**src/rtl/rank_sched_pkg.sv**
```systemverilog
// Shared types and constants for the rank scheduler arbiter.
package rank_sched_pkg;
  localparam int COUNT_WIDTH = 16;

  typedef enum logic [1:0] {
    ST_IDLE   = 2'd0,
    ST_BUSY   = 2'd1,
    ST_REPORT = 2'd2
  } state_t;
endpackage

```
**src/rtl/rank_sched_top2_tracker.sv**
```systemverilog
// Tracks the largest and second-largest beat value of a frame plus a saturating beat count.
module top2_tracker
  import rank_sched_pkg::*;
#(
  parameter int DATA_WIDTH = 32
) (
  input  logic                   clk,
  input  logic                   reset,
  input  logic                   clear,
  input  logic                   en,
  input  logic [DATA_WIDTH-1:0]  din,
  output logic [DATA_WIDTH-1:0]  max,
  output logic [DATA_WIDTH-1:0]  second,
  output logic [COUNT_WIDTH-1:0] count
);

  always_ff @(posedge clk or posedge reset) begin
    if (reset) begin
      max    <= '0;
      second <= '0;
      count  <= '0;
    end else if (clear) begin
      max    <= '0;
      second <= '0;
      count  <= '0;
    end else if (en) begin
      // >= so that duplicate values occupy both ranks
      if (din >= max) begin
        second <= max;
        max    <= din;
      end else if (din >= second) begin
        second <= din;
      end
      if (count != {COUNT_WIDTH{1'b1}}) begin
        count <= count + COUNT_WIDTH'(1);
      end
    end
  end

endmodule

```
**src/rtl/rank_sched_arbiter.sv**
```systemverilog
// Grants one requester per frame and reports its top-two values; RANK_SCHED_ROUND_ROBIN_EN selects round-robin over fixed priority.
// Turnaround is 1 grant cycle + 1 cycle per beat + 1 report cycle; stalls on the granted valid and holds results until res_ready.
module rank_sched_arbiter
  import rank_sched_pkg::*;
#(
  parameter int DATA_WIDTH = 32,
  parameter int NUM_REQ    = 4
) (
  input  logic                          clk,
  input  logic                          reset,
  input  logic [NUM_REQ-1:0]            req_valid,
  input  logic [NUM_REQ*DATA_WIDTH-1:0] req_data,
  input  logic [NUM_REQ-1:0]            req_last,
  output logic [NUM_REQ-1:0]            req_ready,
  output logic                          res_valid,
  input  logic                          res_ready,
  output logic [DATA_WIDTH-1:0]         res_max,
  output logic [DATA_WIDTH-1:0]         res_second,
  output logic [$clog2(NUM_REQ)-1:0]    res_id,
  output logic [COUNT_WIDTH-1:0]        res_count
);

  localparam int IDW = $clog2(NUM_REQ);

  state_t                state;
  logic [IDW-1:0]        grant;
  logic [IDW-1:0]        next_grant;
  logic                  any_req;
  logic                  sel_valid;
  logic                  sel_last;
  logic [DATA_WIDTH-1:0] sel_data;
  logic                  beat;
  logic                  trk_clear;

  assign any_req = |req_valid;

  always_comb begin
    sel_data  = '0;
    sel_valid = 1'b0;
    sel_last  = 1'b0;
    req_ready = '0;
    for (int i = 0; i < NUM_REQ; i++) begin
      if (grant == IDW'(i)) begin
        sel_data  = req_data[i*DATA_WIDTH +: DATA_WIDTH];
        sel_valid = req_valid[i];
        sel_last  = req_last[i];
      end
      req_ready[i] = (state == ST_BUSY) && (grant == IDW'(i));
    end
  end

  assign beat      = (state == ST_BUSY) && sel_valid;
  assign trk_clear = (state == ST_IDLE) && any_req;

`ifdef RANK_SCHED_ROUND_ROBIN_EN
  // rr_ptr holds the first index to search, i.e. last grant + 1
  logic [IDW-1:0] rr_ptr;
  logic [IDW:0]   idx;
  logic           found;

  always_comb begin
    next_grant = '0;
    found      = 1'b0;
    idx        = '0;
    for (int i = 0; i < NUM_REQ; i++) begin
      idx = {1'b0, rr_ptr} + (IDW+1)'(i);
      if (idx >= (IDW+1)'(NUM_REQ)) begin
        idx = idx - (IDW+1)'(NUM_REQ);
      end
      if (!found && req_valid[idx[IDW-1:0]]) begin
        found      = 1'b1;
        next_grant = idx[IDW-1:0];
      end
    end
  end

  always_ff @(posedge clk or posedge reset) begin
    if (reset) begin
      rr_ptr <= '0;
    end else if (trk_clear) begin
      rr_ptr <= (next_grant == IDW'(NUM_REQ-1)) ? '0 : next_grant + IDW'(1);
    end
  end
`else
  always_comb begin
    next_grant = '0;
    for (int i = NUM_REQ-1; i >= 0; i--) begin
      if (req_valid[i]) begin
        next_grant = IDW'(i);
      end
    end
  end
`endif

  always_ff @(posedge clk or posedge reset) begin
    if (reset) begin
      state <= ST_IDLE;
      grant <= '0;
    end else begin
      case (state)
        ST_IDLE: begin
          if (any_req) begin
            grant <= next_grant;
            state <= ST_BUSY;
          end
        end
        ST_BUSY: begin
          if (beat && sel_last) begin
            state <= ST_REPORT;
          end
        end
        ST_REPORT: begin
          if (res_ready) begin
            state <= ST_IDLE;
          end
        end
        default: state <= ST_IDLE;
      endcase
    end
  end

  top2_tracker #(
    .DATA_WIDTH(DATA_WIDTH)
  ) u_tracker (
    .clk   (clk),
    .reset (reset),
    .clear (trk_clear),
    .en    (beat),
    .din   (sel_data),
    .max   (res_max),
    .second(res_second),
    .count (res_count)
  );

  assign res_valid = (state == ST_REPORT);
  assign res_id    = grant;

endmodule

```
**config.mk**
```make
export PLATFORM = sky130hd
export DESIGN_NAME = rank_sched_arbiter
export DESIGN_NICKNAME = d
export VERILOG_FILES = /design/src/rtl/rank_sched_pkg.sv /design/src/rtl/rank_sched_top2_tracker.sv /design/src/rtl/rank_sched_arbiter.sv
export SDC_FILE = /design/constraint.sdc
export NUM_CORES = 1
export LEC_CHECK = 0
export CORE_MARGIN = 2
export CORE_UTILIZATION = 30
export DETAILED_ROUTE_END_ITERATION = 8
export PLACE_DENSITY = 0.58
export REMOVE_ABC_BUFFERS = 1
export SYNTH_ARGS = -nofsm -noshare
export SYNTH_HDL_FRONTEND = slang
export SYNTH_SLANG_ARGS = --single-unit
```
**constraint.sdc**
```tcl
create_clock -name clk -period 3.32 [get_ports clk]
set_input_delay 0.996 -clock clk [delete_from_list [all_inputs] [get_ports clk]]
set_output_delay 0.996 -clock clk [all_outputs]
set_load 0.01 [all_outputs]
```
-- Yosys cells after proc, flatten, opt, wreduce, memory -nomap -nowiden
Cells that the tools add are included.
- bits in registers: 84
- bits of input ports: 139
- word-level logic and storage cells: 66
- $add $sub $neg: 1
- order comparisons: 2
- equal/unequal tests: 9
- muxes and demuxes: 30
- reductions and logical operators: 19
- operators by type and width (kind ; count):
    $mux 32 ; 11
    $ge 32x32->1 ; 2
    $mux 16 ; 3
    $add 16x1->16 const B ; 1
    $ne 16x16->1 const B ; 1
    $mux 2 ; 7
    $mux 1 ; 8
    $reduce_and 2->1 ; 4
    $logic_and 1x1->1 ; 7
    $eq 2x2->1 const B ; 3
    $pmux 2 s3 ; 1
    $reduce_bool 2->1 ; 3
    $eq 2x1->1 const B ; 2
    $logic_not 2->1 ; 2
    $ne 2x1->1 const B ; 2
    $reduce_or 4->1 ; 1
    $reduce_and 3->1 ; 1
    $reduce_bool 3->1 ; 1
    $ne 2x2->1 const B ; 1

-- Logic depth before layout (Yosys ltp)
Gate-level depths: netlist of the first run.
- depth in word-level cells: 10
- mapped depth: 13
- gate-level depth less buffers: 10

-- Cells and area by module
A second synthesis of the first run with hierarchy kept.
- cell total of the unflattened synthesis: 664
- area total of the unflattened synthesis: 6568.8 um^2
- by module, submodules not included (module ; instances ; cells each ; area an instance (um^2) ; sequential area each (um^2)):
    top2_tracker ; 1 ; 595 ; 5455.2 ; 2001.9
    rank_sched_arbiter ; 1 ; 69 ; 1113.6 ; 100.1

-- Worst setup path after synthesis of the first run
OpenSTA, ideal clock, no wires.
- path kind: reg2reg
- start point: register grant[0] (netlist: res_id[0])
- end point: register u_tracker.second[0]
- arrival: 3.570 ns
- data required time: 3.195 ns
- setup slack: -0.375 ns
- cell stages (with the launch flop): 13
- path buffers: 3
- period minus slack after synthesis: 3.695 ns
- path through: dfrtp_1 > buf_2 > buf_2 > mux4_2 > ha_1 > a21oi_1 > o21ai_1 > a221oi_1 > o211ai_1 > o21ai_4 > o211ai_2 > buf_6 > mux2_4
- word-level cells in the longest chain between the ends: 9
- elaborated cells on any way between the ends: 22
- those cells by class: order compare: 2; eq/ne: 3; mux: 12; reduce/logical: 5
- ends and longest elaborated chain (what ; line ; source):
    from (decl) ; rank_sched_arbiter.sv:26 ; logic [IDW-1:0] grant;
    from (signal assigned) ; rank_sched_arbiter.sv:103 ; grant <= next_grant;
    $logic_not 2->1 ; rank_sched_arbiter.sv:43 ; if (grant == IDW'(i)) begin
    $mux 32 (4 in series) ; rank_sched_arbiter.sv:43 ;
    $ge 32x32->1 or $mux 32 (tied branches) ; rank_sched_top2_tracker.sv:28, rank_sched_top2_tracker.sv:31 ;
    $mux 32 ; rank_sched_top2_tracker.sv:28 ; if (din >= max) begin
    $mux 32 ; rank_sched_top2_tracker.sv:26 ; end else if (en) begin
    $mux 32 ; rank_sched_top2_tracker.sv:22 ; end else if (clear) begin
    to (signal assigned) ; rank_sched_top2_tracker.sv:29 ; second <= max;
    to (signal assigned) ; rank_sched_top2_tracker.sv:32 ; second <= din;
    to (decl) ; rank_sched_top2_tracker.sv:13 ; output logic [DATA_WIDTH-1:0] second,
Several ways; a longest one is shown, not always the timed one. The select of a mux whose other input is x is not followed.
A chain may end at the register's enable or synchronous reset.

-- Worst setup path after layout of the first run
- start point: input port req_data[118]
- end point: register u_tracker.second[18]
- word-level cells in the longest chain between the ends: 5
- elaborated cells on any way between the ends: 8
- those cells by class: order compare: 2; mux: 4; reduce/logical: 2
- ends and longest elaborated chain (what ; line ; source):
    from (decl) ; rank_sched_arbiter.sv:12 ; input logic [NUM_REQ*DATA_WIDTH-1:0] req_data,
    $mux 32 (*) ; rank_sched_arbiter.sv:43 ;
    $ge 32x32->1 ; rank_sched_top2_tracker.sv:28 ;
    $mux 32 ; rank_sched_top2_tracker.sv:28 ;
    $mux 32 ; rank_sched_top2_tracker.sv:26 ;
    $mux 32 ; rank_sched_top2_tracker.sv:22 ;
Mark *: on every way between the ends. The rest lies on a longest branch, timed or not. The select of a mux whose other input is x is not followed.

==> results of run 1 <==
==> cell type report <==
| cell class | instances | area [um2] | area share |
|---|---|---|---|
| Multi-Input combinational cell | 472 | 5010 | 0.440 |
| Clock inverter | 3 | 45.0 | 0.00396 |
| Inverter | 69 | 260 | 0.0229 |
| Tap cell | 280 | 350 | 0.0308 |
| Sequential cell | 84 | 2100 | 0.185 |
| Timing Repair Buffer | 349 | 3350 | 0.294 |
| Clock buffer | 12 | 267 | 0.0234 |
==> cells by family after synthesis <==
family / after synthesis
mux: 98
xor+xnor: 11
buf+inv: 101
fa+ha+maj: 65
simple gates: 161
compound gates: 137
flops: 84
==> power by group <==
group          internal, uW  total [uW]  switching [uW]
Clock                   641        1080             435
Sequential             1340        1600             255
Combinational          5230        9590            4360
==> registers in the layout, indices dropped and copies added, names as in the netlist <==
name and count:
u_tracker.count 16, res_id 2, u_tracker.second 32, state 2, u_tracker.max 32
==> what timing repair did <==
| item | 4_1_cts | 5_1_grt |
|---|---|---|
| buffers inserted | 37 | 6 |
| hold endpoints to repair | 0 | 0 |
| gates resized for setup | 466 | 53 |
| setup endpoints to repair | 64 | 64 |
| cloned | 4 | 3 |
| pin swaps | 90 | 21 |
==> worst max path at each step <==
stage | cells past startpoint | slack (ps) | end | start
finish | 14 | -200 | u_tracker.second[18] | req_data[118]
global route | 14 | -340 | u_tracker.second[26] | req_data[118]
CTS | 14 | -190 | u_tracker.second[30] | req_data[118]
detailed placement | 11 | -1070 | u_tracker.second[24] | req_data[87]
global placement | 11 | -1020 | u_tracker.second[26] | req_data[87]
floorplan | 9 | -2710 | u_tracker.second[0] | res_id[0]
==> cell usage in the layout, fill, tap and decap left out, drive strengths merged, types with 3 or more instances in the layout <==
cell and instances:
o211ai 4, xor2 6, or3 4, nand4 9
ha 65, nand2 59, a21o 6, mux4 34
and3 4, buf 164, o21ai 81, nor2b 3
mux2 63, dfrtp 84, a21oi 29, clkdlybuf4s50 97
nand3 6, nor2 53, clkdlybuf4s15 56, clkbuf 16
xnor2 5, inv 68, and4 5, dlygate4sd2 28
o21a 3, nor3 9
==> stage by stage <==
stage               hold slack, ps  setup TNS (ps)  power (uW)
floorplan                      549         -158480        5500
detailed placement             527          -65100        8480
finish                         553           -7880       12300
global route                   571          -14530       13100
CTS                            547           -6770       11700
global placement               527          -61600        8430
==> routing by layer <==
metal	vias to the layer above	track usage
li1	3020	-
met1	3102	0.259
met2	199	0.342
met3	35	0.0305
met4	2	0.0639
met5	-	0
==> metrics.md, run 1 <==
| Metric | Value |
|---|---|
| Largest family of logic cells by synthesized area | `multiplexers` |
| Syn Area/Cell | `9.96 um2` |
| Reg2Reg Launch Point | `res_id[0]` |
| Worst skew pair latency | `350 ps` |
| Fin crit share | `1.06` |
| Placement Cell Area | `9730 um2` |
| Violated checks | `setup timing` |
| Top delay family on crit path | `buffers and inverters` |
| Boundary Pins | `around 230` |
| Mapped cell area | `6540 um2` |
| Drt first-iter violations | `235` |
| First-pass GRT wire length | `35.2 mm` |
| Grt total ovfl | `0` |
| DRT Wirelength | `between 20 and 25 mm` |
| Post-synthesis xor/xnor area fraction | `0.0147` |
| Setup Slack @ Placement | `-1070 ps` |
| Synth unique cells | `49` |
| R2R depth | `13` |
| Die footprint | `around 23000 um2` |
| Fillers | `1941` |
| Layout cell share with drive strength beyond 1 | `0.415` |
| Clock Skews | `9.80 ps` |
| Post-placement cell count | `1208` |
| WP data arrival | `3760 ps` |
| Ys flop type | `dfrtp_1` |
| Lkg Pwr | `slightly below 0.005 uW` |
| Core Box Area | `~22000 um2` |
| Max Buffers Root-to-Sink | `2` |
| Post-synthesis compound-gate area fraction | `0.122` |
| Fin nets | `1189` |
| Multiplexer share of the synthesized area | `0.244` |
| Met2 wire length | `11.3 mm` |
| 1st-pass router iterations | `4` |
| Register area share after synthesis | `0.321` |
| DR top layer | `met5` |
| Max_cap viols | `0` |
| Vias | `roughly 6400` |
| Chip Width | `approximately 150 um` |
| Worst hold start | `u_tracker.second[18]` |
| Metal3 WL | `1.23 mm` |
| Tot GR Track Use | `0.200` |
| Status | `finished, violations left` |
| Cell Chain, Critical Path | `buf_6 -> mux4_2 -> buf_6 -> ha_4 -> nand4_1 -> buf_4 -> nor4_4 -> inv_2 -> a31oi_4 -> buf_6 -> or2_4 -> buf_8 -> o21ai_2 -> mux2_4` |
| Wire length on met1 | `10.2 mm` |
| Root buffer cell | `clkbuf_16` |
| Die Y | `152 um` |
| Peak VDD IR | `0.000534 V` |
| CTS H-Tree Depth | `3` |
| Vias per Instance | `5.01` |
| Clock transition at path regs | `60 ps` |
| Wirelength per Cell | `18.3 um` |
| Synth cell count leaders | `dfrtp_1 (84), o21ai_0 (74), inv_1 (69)` |
| Yosys synthesis warning count | `0` |
| Critical path's largest stage delay | `510 ps` |
| Crit path max fanout | `7` |
| Final GP Congestion | `0.833` |
| FMAX | `~280 MHz` |
| Min-Delay Path Class | `flip-flop to flip-flop` |
| Top cell type's share of synthesized area | `0.321` |
| TritonCTS Sinks | `84` |
| Port bufs | `about 230` |
| N_diodes | `0` |
| Synth Area in Simple Gates | `0.111` |
| CP required | `3550 ps` |
| Area growth syn-to-layout | `74.0%` |
| Synthesized-area fraction occupied by adder cells | `0.124` |
| Fin cells | `1269` |
| RSZ-0062 raised after global routing | `true` |
| Initial core utilization | `0.303` |
| Most numerous cell in the Yosys netlist | `dfrtp_1` |
| Initial antenna violation count | `1` |
| Slowest cell on crit path | `mux4_2` |
| Max-slew headroom | `0.644` |
| Final Hold Viols | `0` |
| Final Util | `0.527` |
| Crit end category | `flip-flop` |
| Row cnt | `54` |
| Crit path buf inv count | `6` |
| Hold path endpoint | `u_tracker.second[18]` |
| Number of synthesized flops with an enable pin | `0` |
| Final worst slack | `-205 ps` |
| Finish-stage setup viols | `63` |
| Area contributors post-synth | `dfrtp_1 (32%), ha_1 (12%), mux4_2 (12%), mux2_4 (6.9%), mux2_2 (5.7%)` |
| CTS buffer count | `9` |
| Hold Path Depth | `1` |
| Clock tree from TritonCTS | `yes` |
| PwrDens | `1080 nW/um2` |
| CP Class | `input pin to flip-flop` |
| Crit Reg-Reg Endpoint | `u_tracker.second[7]` |
| Residual DRC count | `0` |
| Max Transition Viols Final | `0` |
| Dpl hpwl | `16.3 mm` |
| Largest net degree at the start of global routing | `42` |
| Worst slew pin tran | `534 ps` |
| Vias in the first global route | `~6600` |
| Crit path time final | `3520 ps` |
| Ys async rst share | `1.00` |
| Largest area contributor in the netlist | `dfrtp_1` |
| Crit start category | `input pin` |
| Antenna-violating nets left | `0` |
| R2R setup slack | `-120 ps` |
| Synth Register Bits | `84` |
| CTS Hold Bufs | `0` |
| Cell count after synthesis | `657` |
| Final Cell Area | `11400 um2` |
| CP dominant cell by count | `buf_6` |
(Power assumes the default switching activity.)
==> inputs of run 2 (changes only) <==
--- a/config.mk
+++ b/config.mk
@@ -6,9 +6,9 @@
 export NUM_CORES = 1
 export LEC_CHECK = 0
 export CORE_MARGIN = 2
-export CORE_UTILIZATION = 30
+export CORE_UTILIZATION = 47
 export DETAILED_ROUTE_END_ITERATION = 8
-export PLACE_DENSITY = 0.58
+export PLACE_DENSITY = 0.82
 export REMOVE_ABC_BUFFERS = 1
 export SYNTH_ARGS = -nofsm -noshare
 export SYNTH_HDL_FRONTEND = slang
==> constraint.sdc (replaced) <==
create_clock -name clk -period 3.42 [get_ports clk]
set_input_delay 1.026 -clock clk [delete_from_list [all_inputs] [get_ports clk]]
set_output_delay 1.026 -clock clk [all_outputs]
set_load 0.01 [all_outputs]
==> run 2 against run 1 <==
  * Critical path type unchanged
  * Setup slack worse by 22 ps
  * Clock-buffer cell count shrank 2
  * The run still ends with setup timing left
  * Via count up 10%
  * Global-route usage rose by 14 points
  * Die area is 35% lower
  * Core utilization is 26 points higher
  * Clock skew grew 4.1 ps
  * Sequential power shrank 3%
==> metrics.md, run 2 (synthesized netlist as in run 1, its figures left out) <==
| Metric | Value |
|---|---|
| Max-slew headroom | `0.632 (-0.0123)` |
| Vias per Instance | `6.10 (+22%)` |
| Fin crit share | `1.07` |
| R2R setup slack | `-180 ps (-60 ps)` |
| WP data arrival | `3890 ps (+130 ps)` |
| Clock Skews | `13.9 ps (+4.11 ps)` |
| Tot GR Track Use | `0.337 (+0.137)` |
| Min-Delay Path Class | `flip-flop to flip-flop` |
| Crit path time final | `3650 ps` |
| Part of the power in registers | `0.130 (about the same)` |
| Initial core utilization | `0.477 (+0.174)` |
| Residual DRC count | `0 (unchanged)` |
| Row cnt | `43 (-20%)` |
| 1st-pass router iterations | `5 (+1)` |
| CP required | `3660 ps (+110 ps)` |
| Finish-stage setup viols | `63 (unchanged)` |
| DRT Wirelength | `26.0 mm (+12%)` |
| Die Y | `122 um (-20%)` |
| Worst slew pin tran | `550 ps (+16.7 ps)` |
| Max Buffers Root-to-Sink | `2 (unchanged)` |
| FMAX | `274 MHz` |
| Biggest regs | `u_tracker.max x32, u_tracker.second x32, u_tracker.count x16` |
| Cell Chain, Critical Path | `buf_2 -> mux4_2 -> buf_6 -> ha_4 -> nand4_1 -> buf_4 -> nor4_4 -> inv_2 -> a31oi_4 -> o21ai_4 -> o211ai_4 -> buf_12 -> buf_12 -> mux2_4` |
| Vias in the first global route | `7307 (+12%)` |
| Port bufs | `225 (unchanged)` |
| Critical path's largest stage delay | `500 ps (about the same)` |
| RSZ-0062 raised after global routing | `true` |
| Dpl hpwl | `14.3 mm (-12%)` |
| Hold Path Depth | `1 (unchanged)` |
| Net Sw Frac | `0.430 (+0.0186)` |
| CTS Hold Bufs | `0 (unchanged)` |
| Crit end category | `flip-flop` |
| Root buffer cell | `clkbuf_16` |
| Worst skew pair latency | `360 ps (about the same)` |
| Core Box Area | `13700 um2 (-37%)` |
| Fin nets | `1170 (-1.6%)` |
| Drt first-iter violations | `610 (+160%)` |
| Wirelength per Cell | `22.6 um (+23%)` |
| Crit start category | `input pin` |
| Comb pwr share | `0.778 (-0.004)` |
| Layout cell share with drive strength beyond 1 | `0.376 (-0.0387)` |
| Clock Power Share | `0.093 (+0.005)` |
| Initial antenna violation count | `0 (-1)` |
| Post-placement cell count | `1091 (-9.7%)` |
| Max Transition Viols Final | `0 (unchanged)` |
| Placement Cell Area | `9460 um2 (-2.8%)` |
| Status | `finished, violations left` |
| Area growth syn-to-layout | `65.4%` |
| CTS buffer count | `9 (unchanged)` |
| Clock tree from TritonCTS | `yes` |
| Sw Pwr | `5160 uW (+2.2%)` |
| Fin cells | `1151 (-9.3%)` |
| Final Util | `0.789 (+0.262)` |
| CTS H-Tree Depth | `3 (unchanged)` |
| CP dominant cell by count | `buf_12` |
| Die footprint | `14900 um2 (-35%)` |
| Total power | `12000 uW (-2.3%)` |
| Slowest cell on crit path | `mux4_2` |
| Violated checks | `setup timing` |
| Grt total ovfl | `0 (unchanged)` |
| CP Class | `input pin to flip-flop` |
| Boundary Pins | `226 (unchanged)` |
| Clock transition at path regs | `70 ps (about the same)` |
| Cell Int Power | `6830 uW (-5.3%)` |
| Final Cell Area | `10800 um2 (-4.9%)` |
| Vias | `7024 (+10%)` |
| N_diodes | `0 (unchanged)` |
| Crit path max fanout | `6 (-1)` |
| TritonCTS Sinks | `84 (unchanged)` |
| First-pass GRT wire length | `38.6 mm (+9.6%)` |
| Largest net degree at the start of global routing | `63 (+50%)` |
| Chip Width | `122 um (-20%)` |
| Commonest non-fill, non-tap cell in the layout | `clkdlybuf4s50_1` |
| Peak VDD IR | `0.000592 V (+11%)` |
| Antenna-violating nets left | `0 (unchanged)` |
| R2R depth | `14 (+1)` |
| Max_cap viols | `0 (unchanged)` |
| Lkg Pwr | `0.00474 uW (-3.1%)` |
| Most frequent cells in the layout | `clkdlybuf4s50_1 (97), dfrtp_1 (82), buf_4 (73), inv_1 (66), o21ai_0 (64)` |
| Final worst slack | `-227 ps (-22.4 ps)` |
| Final GP Congestion | `0.893 (+7.2%)` |
| PwrDens | `1110 nW/um2 (+2.8%)` |
| Final Hold Viols | `0 (unchanged)` |
[run 2: cell count changes in the layout (fill, tap and decap cells not counted), moves of 4 or more]
cell / change
o21ai_0: +38
nand2_2: -4
buf_6: -13
o21ai_2: -23
clkdlybuf4s15_1: -12
clkbuf_2: +16
buf_2: -4
ha_1: +6
ha_4: -5
o21ai_1: -14
[run 2: worst paths after layout]
path                                           start                    to
max in group asynchronous                      reset             res_id[1]
worst min-delay path            u_tracker.second[25]  u_tracker.second[25]
worst max-delay path                    req_data[54]   u_tracker.second[3]
min in group asynchronous                      reset   u_tracker.second[8]
worst min register to register  u_tracker.second[25]  u_tracker.second[25]
worst max register to register             res_id[0]   u_tracker.second[3]
[run 2: area by class of cell]
type / instances / area (um2)
Multi-Input combinational cell: 472 / 4840
Clock buffer: 10 / 229
Clock inverter: 6 / 88.8
Sequential cell: 84 / 2100
Tap cell: 180 / 225
Fill cell: 767 / 2900
Timing Repair Buffer: 330 / 3080
Inverter: 69 / 260
[run 2: metrics by stage]
| step | hold WS, ps | worst slack, ps | TNS (ps) |
|---|---|---|---|
| 2_1_floorplan | 549 | -2610 | -150960 |
| 3_3_place_gp | 523 | -794 | -47890 |
| 3_5_place_dp | 528 | -888 | -52010 |
| 4_1_cts | 543 | -50.1 | -1230 |
| 5_1_grt | 561 | -284 | -12950 |
| 6_report | 545 | -227 | -10410 |
[run 2: per-layer routing]
layer	part of all wire	vias up	track usage
met1	0.37	3480	0.392
met5	0	-	0
met2	0.49	442	0.579
li1	-	2976	-
met4	0.059	0	0.189
met3	0.080	126	0.0698
[run 2: repair_timing]
| action | 4_1_cts | 5_1_grt |
|---|---|---|
| gates cloned | 3 | 3 |
| gates resized for setup | 380 | 46 |
| endpoints found under the setup margin | 64 | 64 |
| buffers inserted | 29 | 9 |
| pin swaps | 55 | 25 |
[run 2: power groups by stage]
stage | logic [uW] | clock network, uW | registers, uW
final | 9320 | 1110 | 1550
after global placement | 6260 | 0 | 1540
after global routing | 9760 | 1150 | 1580
after detailed placement | 6430 | 0 | 1540
after floorplan | 3580 | 0 | 1750
after CTS | 8220 | 1090 | 1530
[run 2: worst max-delay path, delay by kind of cell]
family | cells | cell delay (ps)
compound gates | 3 | 460
simple gates | 2 | 430
mux | 2 | 810
fa+ha+maj | 1 | 260
buf+inv | 6 | 880
